<file path="src/rtl/rotate_right_seq_if.sv">
// rotate_right_seq_if: request/result handshake bundle for the sequential right rotator
//   in_valid/in_ready/a/amt : request channel (master drives a, amt, in_valid)
//   out_valid/out_ready/y    : result channel (master drives out_ready)
//   busy                     : rotator is working on or holding a result
interface rotate_right_seq_if #(
  parameter int WIDTH = 16,
  parameter int AMT_W = $clog2(WIDTH)
);
  logic             in_valid;
  logic             in_ready;
  logic [WIDTH-1:0] a;
  logic [AMT_W-1:0] amt;
  logic             out_valid;
  logic             out_ready;
  logic [WIDTH-1:0] y;
  logic             busy;
  modport master (output in_valid, a, amt, out_ready, input in_ready, out_valid, y, busy);
  modport slave  (input in_valid, a, amt, out_ready, output in_ready, out_valid, y, busy);
endinterface

</file>
<file path="src/rtl/rotate_right_seq.sv">
// rotate_right_seq: rotates a word right one bit per clock, amt cycles, over valid/ready handshakes
//   clk   : rising-edge clock
//   reset : asynchronous active-high reset
//   bus   : slave side of rotate_right_seq_if (request in, result out, busy)
module rotate_right_seq #(
  parameter int WIDTH = 16,
  parameter int AMT_W = $clog2(WIDTH)
) (
  input logic               clk,
  input logic               reset,
  rotate_right_seq_if.slave bus
);
  typedef enum logic [1:0] {IDLE, SHIFT, DONE} state_t;
  state_t           r_state;
  state_t           w_next;
  logic [WIDTH-1:0] r_data;
  logic [AMT_W-1:0] r_cnt;
  always_comb begin
    w_next = r_state;
    if (r_state == IDLE)
      w_next = bus.in_valid ? ((bus.amt == '0) ? DONE : SHIFT) : IDLE;
    else if (r_state == SHIFT)
      w_next = (r_cnt == AMT_W'(1)) ? DONE : SHIFT;
    else
      w_next = bus.out_ready ? IDLE : DONE;
  end
  always_ff @(posedge clk or posedge reset) begin
    if (reset) begin
      r_state <= IDLE;
      r_data  <= '0;
      r_cnt   <= '0;
    end else begin
      r_state <= w_next;
      if (r_state == IDLE && bus.in_valid) begin
        r_data <= bus.a;
        r_cnt  <= bus.amt;
      end else if (r_state == SHIFT) begin
        r_data <= {r_data[0], r_data[WIDTH-1:1]};
        r_cnt  <= r_cnt - 1'b1;
      end
    end
  end
  assign bus.in_ready  = (r_state == IDLE);
  assign bus.out_valid = (r_state == DONE);
  assign bus.busy      = (r_state != IDLE);
  assign bus.y         = r_data;
endmodule

</file>
<file path="src/flat_wrapper.sv">
// flat-port wrapper written by rule: the top's interface ports become plain ports
module rotate_right_seq_flat 
#(
  parameter int WIDTH = 16,
  parameter int AMT_W = $clog2(WIDTH)
)
  (clk, reset, bus_in_valid, bus_a, bus_amt, bus_out_ready, bus_in_ready, bus_out_valid, bus_y, bus_busy);
  rotate_right_seq_if #(.WIDTH(WIDTH), .AMT_W(AMT_W)) bus_i ();
  input logic clk;
  input logic reset;
  input wire logic [$bits(bus_i.in_valid)-1:0] bus_in_valid;
  input wire logic [$bits(bus_i.a)-1:0] bus_a;
  input wire logic [$bits(bus_i.amt)-1:0] bus_amt;
  input wire logic [$bits(bus_i.out_ready)-1:0] bus_out_ready;
  output wire logic [$bits(bus_i.in_ready)-1:0] bus_in_ready;
  output wire logic [$bits(bus_i.out_valid)-1:0] bus_out_valid;
  output wire logic [$bits(bus_i.y)-1:0] bus_y;
  output wire logic [$bits(bus_i.busy)-1:0] bus_busy;
  assign bus_i.in_valid = bus_in_valid;
  assign bus_i.a = bus_a;
  assign bus_i.amt = bus_amt;
  assign bus_i.out_ready = bus_out_ready;
  assign bus_in_ready = bus_i.in_ready;
  assign bus_out_valid = bus_i.out_valid;
  assign bus_y = bus_i.y;
  assign bus_busy = bus_i.busy;
  rotate_right_seq #(.WIDTH(WIDTH), .AMT_W(AMT_W)) u_core (.clk(clk), .reset(reset), .bus(bus_i));
endmodule
</file>
<file path="config.mk">
export PLATFORM = sky130hd
export DESIGN_NAME = rotate_right_seq_flat
export DESIGN_NICKNAME = d
export VERILOG_FILES = /design/src/rtl/rotate_right_seq_if.sv /design/src/rtl/rotate_right_seq.sv /design/src/flat_wrapper.sv
export SDC_FILE = /design/constraint.sdc
export NUM_CORES = 1
export LEC_CHECK = 0
export CORE_MARGIN = 4
export CORE_UTILIZATION = 37
export CTS_CLUSTER_DIAMETER = 100
export DETAILED_ROUTE_END_ITERATION = 7
export HOLD_SLACK_MARGIN = 0.06
export PLACE_DENSITY = 0.77
export SKIP_LAST_GASP = 1
export SLEW_MARGIN = 15
export SYNTH_ARGS = -nofsm -noshare
export SYNTH_HDL_FRONTEND = slang
export SYNTH_SLANG_ARGS = --single-unit
</file>
<file path="constraint.sdc">
create_clock -name clk -period 1.35 [get_ports clk]
set_clock_uncertainty 0.05 [all_clocks]
set_input_delay 0.405 -clock clk [delete_from_list [all_inputs] [get_ports clk]]
set_output_delay 0.405 -clock clk [all_outputs]
set_load 0.03 [all_outputs]
</file>
Word level (Yosys, flattened, before mapping)
Cells that the tools add are included.

Reductions and logical operators: 5. Add/subtract/negate cells: 1. Multiplexer cells: 10. Equality and inequality tests: 3.

Operator list (count): $mux W16 (2); $mux W2 (6); $mux W4 (2); $eq A4 B1 Y1 const B (1); $logic_not A4 Y1 (1); $reduce_bool A2 Y1 (2); $sub A4 B1 Y4 const B (1); $eq A2 B1 Y1 const B (1); $eq A2 B2 Y1 const B (1); $logic_not A2 Y1 (1); $logic_and A1 B1 Y1 (1).

Output and inout port bits: 19. Register bits: 22. Input bits: 24. Logic and storage cells: 22.

Logic depth before layout (Yosys ltp)
Word-level depth: 4. Depth in mapped cells: 5. Depth with buffers taken out: 5.

Worst setup path before layout
No wires, ideal clock.

Path type: register to output. Start: register u_core.r_state[0]. End: output bus_busy. Buffers on the path: 0. Arrival time: 1.186 ns. Path slack: -0.291 ns. Stages on the path, launching flop included: 3. Required time: 0.895 ns. Cell sequence: dfrtp_1 -> nor2_1 -> inv_1.

Longest elaborated chain between the ends: 1.

Ends and longest elaborated chain: start, declared (RTL line rotate_right_seq.sv:14) `state_t r_state;`; start signal, assigned (RTL line rotate_right_seq.sv:33) `r_state <= w_next;`; $reduce_bool A2 Y1 (RTL line rotate_right_seq.sv:45) `assign bus.busy = (r_state != IDLE);`; end, declared (RTL line flat_wrapper.sv:18) `output wire logic [$bits(bus_i.busy)-1:0] bus_busy;`.

No other way between the ends.

Worst setup path after layout
Start: register u_core.r_state[1]. End: output bus_in_ready.

Longest elaborated chain between the ends: 1.

Ends and longest elaborated chain: $logic_not A2 Y1 (RTL line rotate_right_seq.sv:43) `assign bus.in_ready = (r_state == IDLE);`; end, declared (RTL line flat_wrapper.sv:15) `output wire logic [$bits(bus_i.in_ready)-1:0] bus_in_ready;`.

No other way between the ends.

==> impl_metrics.tcl <==
set metrics [dict create \
    synth_cell_types 23 \
    hold_viol 0 \
    rsz0062_at_grt "true" \
    path_delay_family "flip-flops" \
    globalRouteMet1Util_pct 22.7 \
    die_h_um 60.7 \
    synthFlopType "dfrtp_1" \
    grt_max_degree 23 \
    end_kind "primary output" \
    period_needed_ps 1560 \
    required_ps 900 \
    dp_hpwl_mm 2.15 \
    grt_pass1_vias 1148 \
    violations "negative setup slack" \
    crit_type "flop to primary output" \
    syn_area_per_cell_um2 9.68 \
    min_period_over_period_pct 115 \
    fmax_mhz 642 \
    met2_usage_pct 30.7 \
    postLayoutCoreUtil_pct 76.8 \
    grtUsageMet3_pct 4.04 \
    cts-hold-fix-buffers 0 \
    grt_usage_pct 17.5 \
    layout-drive-gt1-share_pct 43.2 \
    path_buf_inv 2 \
    yosys_register_bits 22 \
    worst_slew_pin_slew_ps 257 \
    hold_class "primary input to asynchronous set/reset pin" \
    rows 18 \
    arrival_ps 1100 \
    yosysTopAreaCell "dfrtp_1" \
    die_w_um 60.7 \
    powerDensity_nw_per_um2 2610 \
    ant_nets 0 \
    dp.cells 189 \
    synth_area_leaders "dfrtp_1 (54%), a22oi_1 (12%), nand2_1 (12%)" \
    netlist_area_um2 1030 \
    vias 1120 \
    crit_slowest_cell "dfrtp_1" \
    cp_cell_sequence "buf_6, nor2_4, buf_4" \
    nFillCells 181 \
    power.leakage_uw 0.000986 \
    start_util_pct 40.0 \
    worst_hold_slack_ps 346 \
    io_buffers 42 \
    setup_slack_ps -206 \
    most-common-layout-cells "buf_4 (38), nand2_1 (33), clkdlybuf4s50_1 (22), dfrtp_1 (21), buf_6 (19)" \
    grt-ovfl-total 0 \
    cts_sinks 22 \
    yosys_warnings 0 \
    grt_busiest_layer "met2" \
    setup_violations 22 \
    dieArea_um2 3680 \
    r2r_setup_slack_ps -90 \
    tritoncts "built" \
    gp_congestion 0.776 \
    finalWirelength_mm 3.45 \
    cpPeakStageDelay_ps 410 \
    path_clk_slew_ps 130 \
    maxCapViolations 0 \
    synth_seq_area_share_pct 53.7 \
    grt_pass1_wl_mm 4.94 \
    synthCells 106 \
    drtIter0Drc 33 \
    synth-edff-count 0 \
    ioPinCount 43 \
    antenna_found_initial 0 \
    async_reset_ff_share_pct 100 \
    htree_levels 1 \
    core_area_um2 2570 \
    synth.top_cell.area_share_pct 53.7 \
    first_pass_iters 5 \
    instances_no_fill 220 \
    via_per_inst 5.09 \
    diodes 0 \
    synth_nets 132 \
    syn_to_final_growth_pct 92.1 \
    wire_per_inst_um 15.7 \
    nets 217 \
    vdd_drop_max_uv 2050 \
    cts-root-buf "clkbuf_4" \
    critPathMaxFanout 2 \
    slew_headroom_pct 82.8 \
    max-clock-path-buffers 2 \
    cp-start-kind "flop" \
    final_common_cell "buf_4" \
    drc_errors 0 \
    drv_slew 0 \
    post-place-ws_ps -394 \
    cts_buffers 3 \
    clock_latency_ps 300 \
    status "finished with violations" \
]
-- where the power goes --
group          internal [uW]  switching, uW
Sequential               980            246
Combinational           1790           1740
Clock                    164            206
-- per-layer routing --
metal	up-vias	part of all wire, %
li1	538	-
met3	2	6.5
met5	-	0
met4	0	0.35
met1	544	41
met2	36	52
-- worst reg2reg max path, delay by kind of cell (launching register included) --
family / cells / cell delay [ps]
flops: 1 / 460
buf+inv: 3 / 450
simple gates: 2 / 350
compound gates: 1 / 90
-- final timing paths --
path,startpoint,end,cells after the start
max,u_core.r_state[1],bus_in_ready,3
min,reset,u_core.r_cnt[3],3
min reg2reg,u_core.bus.y[14],u_core.bus.y[13],2
max in group asynchronous,reset,u_core.r_state[0],3
min in group clk,u_core.bus.y[14],u_core.bus.y[13],2
max reg2reg,u_core.r_state[0],u_core.bus.y[4],6
-- area by class of cell --
class	instances	area (um^2)	area share (%)
repair buffers	85	837	42.5
clock buffers	4	36.3	1.84
multi-input cells	73	485	24.6
flip-flops and latches	22	552	28.0
well taps	30	37.5	1.90
inverters	6	22.5	1.14
-- synthesized netlist by cell type, types with 2 or more instances --
master   number
nor2_1        4
nand2_1      33
dfrtp_1      22
o21ai_0       2
a221o_1       3
ha_1          2
buf_2         3
a22oi_1      17
inv_1         6
-- registers in the layout (all words and copies together), names as in the netlist --
name / count
u_core.r_cnt: 4
u_core.r_state: 2
u_core.bus.y: 16
-- logic make-up after synthesis --
family | after synthesis | synth area share [%]
simple gates | 45 | 19.1
compound gates | 25 | 18.8
flops | 22 | 53.7
buf+inv | 11 | 5.12
fa+ha+maj | 2 | 2.44
xor+xnor | 1 | 0.854
-- stage by stage --
stage          TNS (ps)  cell area, um^2  total power [uW]
2_1_floorplan     -22.7             1030              2730
3_3_place_gp      -6620             1590              3690
3_5_place_dp      -7210             1590              3770
4_1_cts           -1070             1780              4560
5_1_grt           -3140             1970              5450
6_report          -1720             1970              5130
-- timing repair --
| item | CTS | global route |
|---|---|---|
| gates resized for setup | 13 | 23 |
| gates cloned | 0 | 1 |
| setup buffers | 15 | 11 |
| pin swaps | 1 | 2 |
| endpoints found under the setup margin | 35 | 38 |
(Power assumes the default switching activity.)
